`src/rtl/sd_spi_responder_pkg.sv`:
```
// Shared definitions for the SD/SPI card responder: command indices, R1 layout,
// data token and the command FSM state encoding.
package sd_spi_pkg;
  localparam logic [5:0] CMD0   = 6'd0;
  localparam logic [5:0] CMD8   = 6'd8;
  localparam logic [5:0] CMD16  = 6'd16;
  localparam logic [5:0] CMD17  = 6'd17;
  localparam logic [5:0] CMD55  = 6'd55;
  localparam logic [5:0] CMD58  = 6'd58;
  localparam logic [5:0] ACMD41 = 6'd41;

  localparam int R1_IDLE    = 0;
  localparam int R1_ILLEGAL = 2;

  localparam logic [7:0] DATA_TOKEN = 8'hFE;
  localparam logic [8:0] BLK_LAST   = 9'd511;

  typedef enum logic [2:0] {
    ST_HUNT, ST_CMD, ST_NCR, ST_RESP, ST_RDWAIT, ST_TOKEN, ST_DATA, ST_CRC
  } sd_state_e;

  function automatic logic [7:0] r1_byte(input logic illegal, input logic idle);
    logic [7:0] r;
    r = 8'h00;
    r[R1_ILLEGAL] = illegal;
    r[R1_IDLE]    = idle;
    return r;
  endfunction
endpackage

```
`src/rtl/sd_spi_responder_if.sv`:
```
// Byte-wide read port between the responder (master) and the backing memory (slave).
interface sd_spi_responder_if;
  logic        mem_rd;
  logic [31:0] mem_addr;
  logic        mem_ack;
  logic [7:0]  mem_data;

  modport master (output mem_rd, mem_addr, input mem_ack, mem_data);
  modport slave  (input mem_rd, mem_addr, output mem_ack, mem_data);
endinterface

```
`src/rtl/sd_spi_responder_byte_slave.sv`:
```
// SPI mode-0 byte engine: pin synchronizers, SCLK edge detect, rx/tx shifters.
// tx_byte is latched on tx_load and goes out from the falling edge after the next byte boundary.
module spi_byte_slave (
  input  logic       iCLK,
  input  logic       Reset,
  input  logic       sd_cs,
  input  logic       sd_clk,
  input  logic       sd_mosi,
  output logic       sd_miso,
  output logic       rx_valid,
  output logic [7:0] rx_byte,
  input  logic       tx_load,
  input  logic [7:0] tx_byte,
  output logic       cs_abort
);
  logic [1:0] cs_sync_q, clk_sync_q, mosi_sync_q;
  logic       cs_prev_q, clk_prev_q;
  logic [7:0] rx_sr_q, rx_sr_d, tx_sr_q, tx_sr_d, tx_buf_q, tx_buf_d;
  logic [2:0] bit_cnt_q, bit_cnt_d;
  logic       bnd_q, bnd_d, miso_q, miso_d, rx_valid_q, rx_valid_d;
  logic       cs_hi, sclk_rise, sclk_fall;

  assign cs_hi     = cs_sync_q[1];
  assign sclk_rise = clk_sync_q[1] & ~clk_prev_q;
  assign sclk_fall = ~clk_sync_q[1] & clk_prev_q;
  assign cs_abort  = cs_hi & ~cs_prev_q;
  assign sd_miso   = miso_q;
  assign rx_valid  = rx_valid_q;
  assign rx_byte   = rx_sr_q;

  always_comb begin
    rx_sr_d    = rx_sr_q;
    tx_sr_d    = tx_sr_q;
    tx_buf_d   = tx_buf_q;
    bit_cnt_d  = bit_cnt_q;
    bnd_d      = bnd_q;
    miso_d     = miso_q;
    rx_valid_d = 1'b0;
    if (cs_hi) begin
      bit_cnt_d = 3'd0;
      bnd_d     = 1'b0;
      tx_sr_d   = 8'hFF;
      tx_buf_d  = 8'hFF;
      miso_d    = 1'b1;
    end else begin
      if (sclk_rise) begin
        rx_sr_d   = {rx_sr_q[6:0], mosi_sync_q[1]};
        bit_cnt_d = bit_cnt_q + 3'd1;
        if (bit_cnt_q == 3'd7) begin
          rx_valid_d = 1'b1;
          bnd_d      = 1'b1;
        end
      end
      if (sclk_fall) begin
        // First fall after a boundary starts the next byte; the buffer reverts to idle fill.
        if (bnd_q) begin
          miso_d   = tx_buf_q[7];
          tx_sr_d  = {tx_buf_q[6:0], 1'b1};
          tx_buf_d = 8'hFF;
          bnd_d    = 1'b0;
        end else begin
          miso_d  = tx_sr_q[7];
          tx_sr_d = {tx_sr_q[6:0], 1'b1};
        end
      end
      if (tx_load) tx_buf_d = tx_byte;
    end
  end

  always_ff @(posedge iCLK or negedge Reset) begin
    if (!Reset) begin
      cs_sync_q   <= 2'b11;
      clk_sync_q  <= 2'b00;
      mosi_sync_q <= 2'b11;
      cs_prev_q   <= 1'b1;
      clk_prev_q  <= 1'b0;
      rx_sr_q     <= 8'h00;
      tx_sr_q     <= 8'hFF;
      tx_buf_q    <= 8'hFF;
      bit_cnt_q   <= 3'd0;
      bnd_q       <= 1'b0;
      miso_q      <= 1'b1;
      rx_valid_q  <= 1'b0;
    end else begin
      cs_sync_q   <= {cs_sync_q[0], sd_cs};
      clk_sync_q  <= {clk_sync_q[0], sd_clk};
      mosi_sync_q <= {mosi_sync_q[0], sd_mosi};
      cs_prev_q   <= cs_sync_q[1];
      clk_prev_q  <= clk_sync_q[1];
      rx_sr_q     <= rx_sr_d;
      tx_sr_q     <= tx_sr_d;
      tx_buf_q    <= tx_buf_d;
      bit_cnt_q   <= bit_cnt_d;
      bnd_q       <= bnd_d;
      miso_q      <= miso_d;
      rx_valid_q  <= rx_valid_d;
    end
  end
endmodule

```
`src/rtl/sd_spi_responder.sv`:
```
// SD card (SPI mode) model: command FSM, card flags and single-block read sequencer.
// Every FSM decision is taken at a byte boundary and selects the byte for the next slot.
module sd_spi_responder
  import sd_spi_pkg::*;
#(
  parameter bit          BLOCK_ADDR = 1'b1,
  parameter logic [31:0] OCR_VALUE  = 32'hC0FF8000
) (
  input  logic               iCLK,
  input  logic               Reset,
  input  logic               SD_CS,
  input  logic               SD_CLK,
  input  logic               SD_MOSI,
  output logic               SD_MISO,
  sd_spi_responder_if.master mem,
  output logic               oIdle
);
  logic        rx_valid, cs_abort;
  logic [7:0]  rx_byte;
  sd_state_e   state_q, state_d;
  logic [8:0]  cnt_q, cnt_d;
  logic [5:0]  cmd_q, cmd_d;
  logic [31:0] arg_q, arg_d, resp_q, resp_d, mem_addr_q, mem_addr_d, base;
  logic [2:0]  rlen_q, rlen_d;
  logic        in_idle_q, in_idle_d, app_q, app_d, pend_q, pend_d, dvld_q, dvld_d;
  logic        mem_rd_q, mem_rd_d, tx_load_q, tx_load_d;
  logic [7:0]  data_q, data_d, tx_byte_q, tx_byte_d;
  logic        illegal, idle_nx;

  spi_byte_slave u_byte (
    .iCLK     (iCLK),
    .Reset    (Reset),
    .sd_cs    (SD_CS),
    .sd_clk   (SD_CLK),
    .sd_mosi  (SD_MOSI),
    .sd_miso  (SD_MISO),
    .rx_valid (rx_valid),
    .rx_byte  (rx_byte),
    .tx_load  (tx_load_q),
    .tx_byte  (tx_byte_q),
    .cs_abort (cs_abort)
  );

  assign base         = BLOCK_ADDR ? {arg_q[22:0], 9'd0} : arg_q;
  assign mem.mem_rd   = mem_rd_q;
  assign mem.mem_addr = mem_addr_q;
  assign oIdle        = in_idle_q;

  always_comb begin
    state_d    = state_q;
    cnt_d      = cnt_q;
    cmd_d      = cmd_q;
    arg_d      = arg_q;
    resp_d     = resp_q;
    rlen_d     = rlen_q;
    in_idle_d  = in_idle_q;
    app_d      = app_q;
    pend_d     = pend_q;
    dvld_d     = dvld_q;
    data_d     = data_q;
    mem_addr_d = mem_addr_q;
    mem_rd_d   = 1'b0;
    tx_load_d  = 1'b0;
    tx_byte_d  = 8'hFF;
    illegal    = 1'b0;
    idle_nx    = in_idle_q;

    if (mem.mem_ack && pend_q) begin
      data_d = mem.mem_data;
      dvld_d = 1'b1;
      pend_d = 1'b0;
    end

    if (cs_abort) begin
      state_d = ST_HUNT;
      cnt_d   = 9'd0;
      pend_d  = 1'b0;
      dvld_d  = 1'b0;
      app_d   = 1'b0;
    end else if (rx_valid) begin
      unique case (state_q)
        ST_HUNT: if (rx_byte[7:6] == 2'b01) begin
          cmd_d   = rx_byte[5:0];
          cnt_d   = 9'd0;
          state_d = ST_CMD;
        end
        ST_CMD: begin
          cnt_d = cnt_q + 9'd1;
          if (cnt_q[2]) begin
            cnt_d   = 9'd0;
            state_d = ST_NCR;
          end else begin
            arg_d = {arg_q[23:0], rx_byte};
          end
        end
        ST_NCR: begin
          state_d = ST_RESP;
          rlen_d  = 3'd0;
          app_d   = 1'b0;
          if (app_q && cmd_q == ACMD41) begin
            idle_nx = 1'b0;
          end else begin
            case (cmd_q)
              CMD0:  idle_nx = 1'b1;
              CMD8:  begin resp_d = {24'h000001, arg_q[7:0]}; rlen_d = 3'd4; end
              CMD16: illegal = 1'b0;
              CMD55: app_d = 1'b1;
              CMD58: begin resp_d = OCR_VALUE; rlen_d = 3'd4; end
              CMD17: begin
                if (in_idle_q) begin
                  illegal = 1'b1;
                end else begin
                  state_d    = ST_RDWAIT;
                  mem_rd_d   = 1'b1;
                  mem_addr_d = base;
                  pend_d     = 1'b1;
                  dvld_d     = 1'b0;
                end
              end
              default: illegal = 1'b1;
            endcase
          end
          in_idle_d = idle_nx;
          tx_load_d = 1'b1;
          tx_byte_d = r1_byte(illegal, idle_nx);
        end
        ST_RESP: begin
          if (rlen_q != 3'd0) begin
            tx_load_d = 1'b1;
            tx_byte_d = resp_q[31:24];
            resp_d    = {resp_q[23:0], 8'h00};
            rlen_d    = rlen_q - 3'd1;
          end else begin
            state_d = ST_HUNT;
          end
        end
        ST_RDWAIT: if (dvld_q) begin
          tx_load_d = 1'b1;
          tx_byte_d = DATA_TOKEN;
          state_d   = ST_TOKEN;
        end
        ST_TOKEN: begin
          tx_load_d  = 1'b1;
          tx_byte_d  = data_q;
          cnt_d      = 9'd0;
          state_d    = ST_DATA;
          mem_rd_d   = 1'b1;
          mem_addr_d = base + 32'd1;
          pend_d     = 1'b1;
          dvld_d     = 1'b0;
        end
        ST_DATA: begin
          tx_load_d = 1'b1;
          if (cnt_q == BLK_LAST) begin
            tx_byte_d = 8'h00;
            cnt_d     = 9'd0;
            state_d   = ST_CRC;
          end else begin
            // A late ack leaves data_q holding the previous byte, which is resent.
            tx_byte_d = data_q;
            cnt_d     = cnt_q + 9'd1;
            if (cnt_q < BLK_LAST - 9'd1) begin
              mem_rd_d   = 1'b1;
              mem_addr_d = base + {23'd0, cnt_q} + 32'd2;
              pend_d     = 1'b1;
              dvld_d     = 1'b0;
            end
          end
        end
        ST_CRC: begin
          if (cnt_q == 9'd0) begin
            tx_load_d = 1'b1;
            tx_byte_d = 8'h00;
            cnt_d     = 9'd1;
          end else begin
            cnt_d   = 9'd0;
            state_d = ST_HUNT;
          end
        end
        default: state_d = ST_HUNT;
      endcase
    end
  end

  always_ff @(posedge iCLK or negedge Reset) begin
    if (!Reset) begin
      state_q    <= ST_HUNT;
      cnt_q      <= 9'd0;
      cmd_q      <= 6'd0;
      arg_q      <= 32'd0;
      resp_q     <= 32'd0;
      rlen_q     <= 3'd0;
      in_idle_q  <= 1'b1;
      app_q      <= 1'b0;
      pend_q     <= 1'b0;
      dvld_q     <= 1'b0;
      data_q     <= 8'h00;
      mem_addr_q <= 32'd0;
      mem_rd_q   <= 1'b0;
      tx_load_q  <= 1'b0;
      tx_byte_q  <= 8'hFF;
    end else begin
      state_q    <= state_d;
      cnt_q      <= cnt_d;
      cmd_q      <= cmd_d;
      arg_q      <= arg_d;
      resp_q     <= resp_d;
      rlen_q     <= rlen_d;
      in_idle_q  <= in_idle_d;
      app_q      <= app_d;
      pend_q     <= pend_d;
      dvld_q     <= dvld_d;
      data_q     <= data_d;
      mem_addr_q <= mem_addr_d;
      mem_rd_q   <= mem_rd_d;
      tx_load_q  <= tx_load_d;
      tx_byte_q  <= tx_byte_d;
    end
  end
endmodule

```
`src/flat_wrapper.sv`:
```
// flat-port wrapper written by rule: the top's interface ports become plain ports
module sd_spi_responder_flat import sd_spi_pkg::*;
#(
  parameter bit          BLOCK_ADDR = 1'b1,
  parameter logic [31:0] OCR_VALUE  = 32'hC0FF8000
)
  (iCLK, Reset, SD_CS, SD_CLK, SD_MOSI, SD_MISO, oIdle, mem_mem_rd, mem_mem_addr, mem_mem_ack, mem_mem_data);
  sd_spi_responder_if mem_i ();
  input  logic iCLK;
  input  logic Reset;
  input  logic SD_CS;
  input  logic SD_CLK;
  input  logic SD_MOSI;
  output logic SD_MISO;
  output logic oIdle;
  output wire logic [$bits(mem_i.mem_rd)-1:0] mem_mem_rd;
  output wire logic [$bits(mem_i.mem_addr)-1:0] mem_mem_addr;
  input wire logic [$bits(mem_i.mem_ack)-1:0] mem_mem_ack;
  input wire logic [$bits(mem_i.mem_data)-1:0] mem_mem_data;
  assign mem_mem_rd = mem_i.mem_rd;
  assign mem_mem_addr = mem_i.mem_addr;
  assign mem_i.mem_ack = mem_mem_ack;
  assign mem_i.mem_data = mem_mem_data;
  sd_spi_responder #(.BLOCK_ADDR(BLOCK_ADDR), .OCR_VALUE(OCR_VALUE)) u_core (.iCLK(iCLK), .Reset(Reset), .SD_CS(SD_CS), .SD_CLK(SD_CLK), .SD_MOSI(SD_MOSI), .SD_MISO(SD_MISO), .mem(mem_i), .oIdle(oIdle));
endmodule
```
`config.mk`:
```
export PLATFORM = sky130hd
export DESIGN_NAME = sd_spi_responder_flat
export DESIGN_NICKNAME = d
export VERILOG_FILES = /design/src/rtl/sd_spi_responder_pkg.sv /design/src/rtl/sd_spi_responder_if.sv /design/src/rtl/sd_spi_responder_byte_slave.sv /design/src/rtl/sd_spi_responder.sv /design/src/flat_wrapper.sv
export SDC_FILE = /design/constraint.sdc
export NUM_CORES = 1
export LEC_CHECK = 0
export ABC_AREA = 1
export CAP_MARGIN = 40
export CORE_AREA = 2 2 126 128
export CTS_CLUSTER_SIZE = 8
export DETAILED_ROUTE_END_ITERATION = 10
export DIE_AREA = 0 0 128 130
export GPL_TIMING_DRIVEN = 0
export PLACE_DENSITY = 0.74
export SLEW_MARGIN = 20
export SYNTH_ARGS = -nofsm -noshare
export SYNTH_HDL_FRONTEND = slang
export SYNTH_SLANG_ARGS = --single-unit
```
`constraint.sdc`:
```
create_clock -name iCLK -period 3.2 [get_ports iCLK]
set_input_delay 0.64 -clock iCLK [delete_from_list [all_inputs] [get_ports iCLK]]
set_output_delay 0.64 -clock iCLK [all_outputs]
set_load 0.005 [all_outputs]
```
==> results by group <==
STA
  • # setup viols final: 0
  • Worst-margin pin slew: approximately 0.73 ns
  • Unrepaired setup endpoints after global routing: no
  • Final Slew Violations: 0
  • Skew final: around 0.01 ns
  • Worst setup margin: approximately 0.96 ns
  • Final TNS setup: 0 ns
  • Final worst-path cycle share: 0.7001
  • Final Hold Fails: 0
  • Fmax: 446.3 MHz
  • Relative slew margins: 0.5129
  • Crit path time final: about 2.2 ns

Floorplan
  • I/O pins: 49
  • Die Area: about 17000 um^2
  • Core outline area: about 15000 um^2
  • Initial core utilization: 0.5358
  • Die Span Y: 130 um
  • Die W: approximately 130 um
  • Std-Cell Rows: 46

Layout
  • Fin cells: between 1000 and 1500
  • P&R area growth vs syn: 16.91%
  • Fin nets: around 1100
  • Layout fillers: 1295
  • Antenna cells: 0
  • Final Core Density: 0.6264
  • Share of cells above drive strength 1: 0.1364
  • Most common cell after layout, fill and taps aside: nand2_1
  • Most frequent cells in the layout: nand2_1, dfrtp_1, nand3_1
  • Register Area: approximately 4200 um^2
  • Multi-input logic area: between 3000 and 4000 um^2

Place
  • DP Cell Count: about 1200
  • HPWL after DPL: 13.35 mm
  • Place WS: slightly below 1 ns
  • Placer congestion estimate: ~0.90
  • Port bufs: 48

Flow run
  • Max_cap viols: 0

Worst setup path
  • Crit end category: flip-flop
  • R2R Path Start: u_core.cnt_q[0]
  • Setup crit end: u_core.mem.mem_addr[12]
  • Data required time of the worst path: about 3.6 ns
  • CP arrival: 2.60 ns
  • R2R setup slack: around 0.96 ns
  • Worst setup SP type: flip-flop
  • Kind of critical path: flip-flop to flip-flop
  • Worst Reg2Reg Path Length in Cells: 13
  • Reg2reg end: u_core.mem.mem_addr[12]
  • CP max FO: 10
  • Critical path startpoint: u_core.cnt_q[0]

Clock tree
  • # clock sinks: 167
  • CTS tree: yes
  • Worst-Skew Late Latency: about 0.44 ns
  • Maximum clock insertion buffer count: 2
  • Post-CTS Resized: 0
  • Clock root buffer: clkbuf_16
  • CTS clock-pin slew for the worst setup and hold paths: ~0.07 ns
  • Num CTS Buffers: 17
  • # H-tree levels: 4
  • # Post-CTS Setup Buffers: 0
  • Hold_buf cts: 0

Synthesis
  • Number of synthesized register bits: between 150 and 200
  • Syn. warnings: 0
  • Most used DFF post-synth: dfrtp_1
  • Syn Nets: between 900 and 1000
  • Yosys cell types: 44
  • Share of Yosys cell area claimed by the top area cell type: 0.4148
  • Avg Cell Area, Syn: 8.476 um^2
  • EDFF count, synth: 0
  • Post-synthesis cell count: 975
  • Fraction of the yosys area taken by sequential cells: 0.5102
  • Synthesized cell area: approximately 8300 um^2
  • Synth area leader: dfrtp_1
  • Largest cells by area after synthesis: dfrtp_1, nand2_1, dfstp_2
  • Async S/R FF share, synth: 1.000

Route
  • Post-DR wirelength/cell: 15.20 um
  • Remaining antenna violation count: 0
  • DR vias/cell: 5.354
  • Routed WL: ~19 mm
  • Via Count: between 6000 and 7000
  • Drt first pass iters: 5
  • Iteration-0 DRC Markers: ~550
  • DRC: 0

Global route
  • Vias in the first global route: around 6500
  • Global-route met1 utilization: 0.3273
  • Grt ovf: 0
  • M2 GR Usage: 0.3879
  • Antenna violations before repair: 0
  • First-pass GRT wire length: roughly 32 mm
  • Met3 GRT Util: 0.05125
  • Largest net degree at the start of global routing: 90
  • Grt peak-use layer: met2
  • GRT Overall Usage: 0.2409

Status
  • Status: completed

Pwr
  • VDD IR max: about 0.0004 V
  • LEAKAGE: between 4 and 5 nW
  • Power Dens Cells: between 400 and 500 nW/um^2

Hold path
  • Hold Crit Class: input port to asynchronous set/reset pin
## through the flow
step           power [W]  hold WS, ns  instance area [um^2]
2_1_floorplan   0.002285       0.3312                  8264
3_3_place_gp    0.002368       0.3471                  8985
3_5_place_dp    0.002376       0.3380                  9017
4_1_cts         0.004614       0.2074                  9662
5_1_grt         0.004731       0.2282                  9662
6_report        0.004589       0.1798                  9662
## layout make-up
cell class              count  area share
inverters                 102     0.04015
plain buffers              33     0.02629
multi-input cells         673      0.3525
flip-flops and latches    167      0.4364
clock inverters            13     0.02085
repair buffers             49     0.05310
clock buffers              19     0.04584
well taps                 192     0.02486
## power breakdown
part	switching [W]	internal, W	leakage, nW
clock	0.000852	0.00140	0.309
combinational	0.0000952	0.0000500	1.99
sequential	0.0000277	0.00216	2.21
## worst min-delay path by stage
stage,end,from,cells after the start
floorplan,u_core.u_byte.clk_sync_q[1],u_core.u_byte.clk_sync_q[0],0
global placement,u_core.u_byte.mosi_sync_q[1],u_core.u_byte.mosi_sync_q[0],0
detailed placement,u_core.u_byte.clk_sync_q[1],u_core.u_byte.clk_sync_q[0],0
CTS,u_core.u_byte.clk_sync_q[0],Reset,1
global route,u_core.data_q[4],Reset,1
finish,u_core.data_q[4],Reset,1
## metal layers
layer | share of wire | vias to the layer above
met5 | 0 | -
met4 | 0.020 | 0
met3 | 0.039 | 28
met2 | 0.47 | 135
met1 | 0.47 | 3214
li1 | - | 3305
## Yosys cell counts, drive strengths merged, types with 8 or more instances
cell     n
nor3    12
o21ai  106
ha       9
dfrtp  137
nor2    68
nand2  305
nand3   99
inv    101
nand4   16
o22a     8
mux2     8
a21oi   18
buf     28
dfstp   30
## logic make-up (layout without fill, tap and decap cells)
| group | Yosys count | after routing | share of synthesized area |
|---|---|---|---|
| AOI/OAI and AO/OA | 143 | 143 | 0.1002 |
| and+or+nand+nor | 501 | 501 | 0.2740 |
| muxes | 12 | 12 | 0.01575 |
| xor gates and xnor gates | 8 | 8 | 0.008479 |
| adders and majority gates | 9 | 9 | 0.01363 |
| DFF | 167 | 167 | 0.5102 |
| buffers and inverters | 135 | 216 | 0.07767 |
## state kept, by name, summed over array words and instances (netlist names), 6 cells and up
signal	cells
u_core.mem.mem_addr	32
u_core.cmd_q	6
u_core.resp_q	32
u_core.arg_q	23
u_core.u_byte.tx_buf_q	8
u_core.cnt_q	9
u_core.u_byte.rx_byte	8
u_core.data_q	8
u_core.u_byte.tx_sr_q	7
u_core.tx_byte_q	8
## critical path, stage by stage (launching register included)
cell,delay (ns)
dfrtp_1,0.49
ha_1,0.25
nand3_1,0.18
nor3_1,0.18
ha_1,0.18
inv_1,0.07
nand2_4,0.10
nand2_4,0.10
nand2_4,0.11
nand2_4,0.08
nand2_8,0.11
buf_6,0.17
nand2_1,0.06
o21ai_0,0.07
Note: power is estimated with default switching activity, not from simulation.
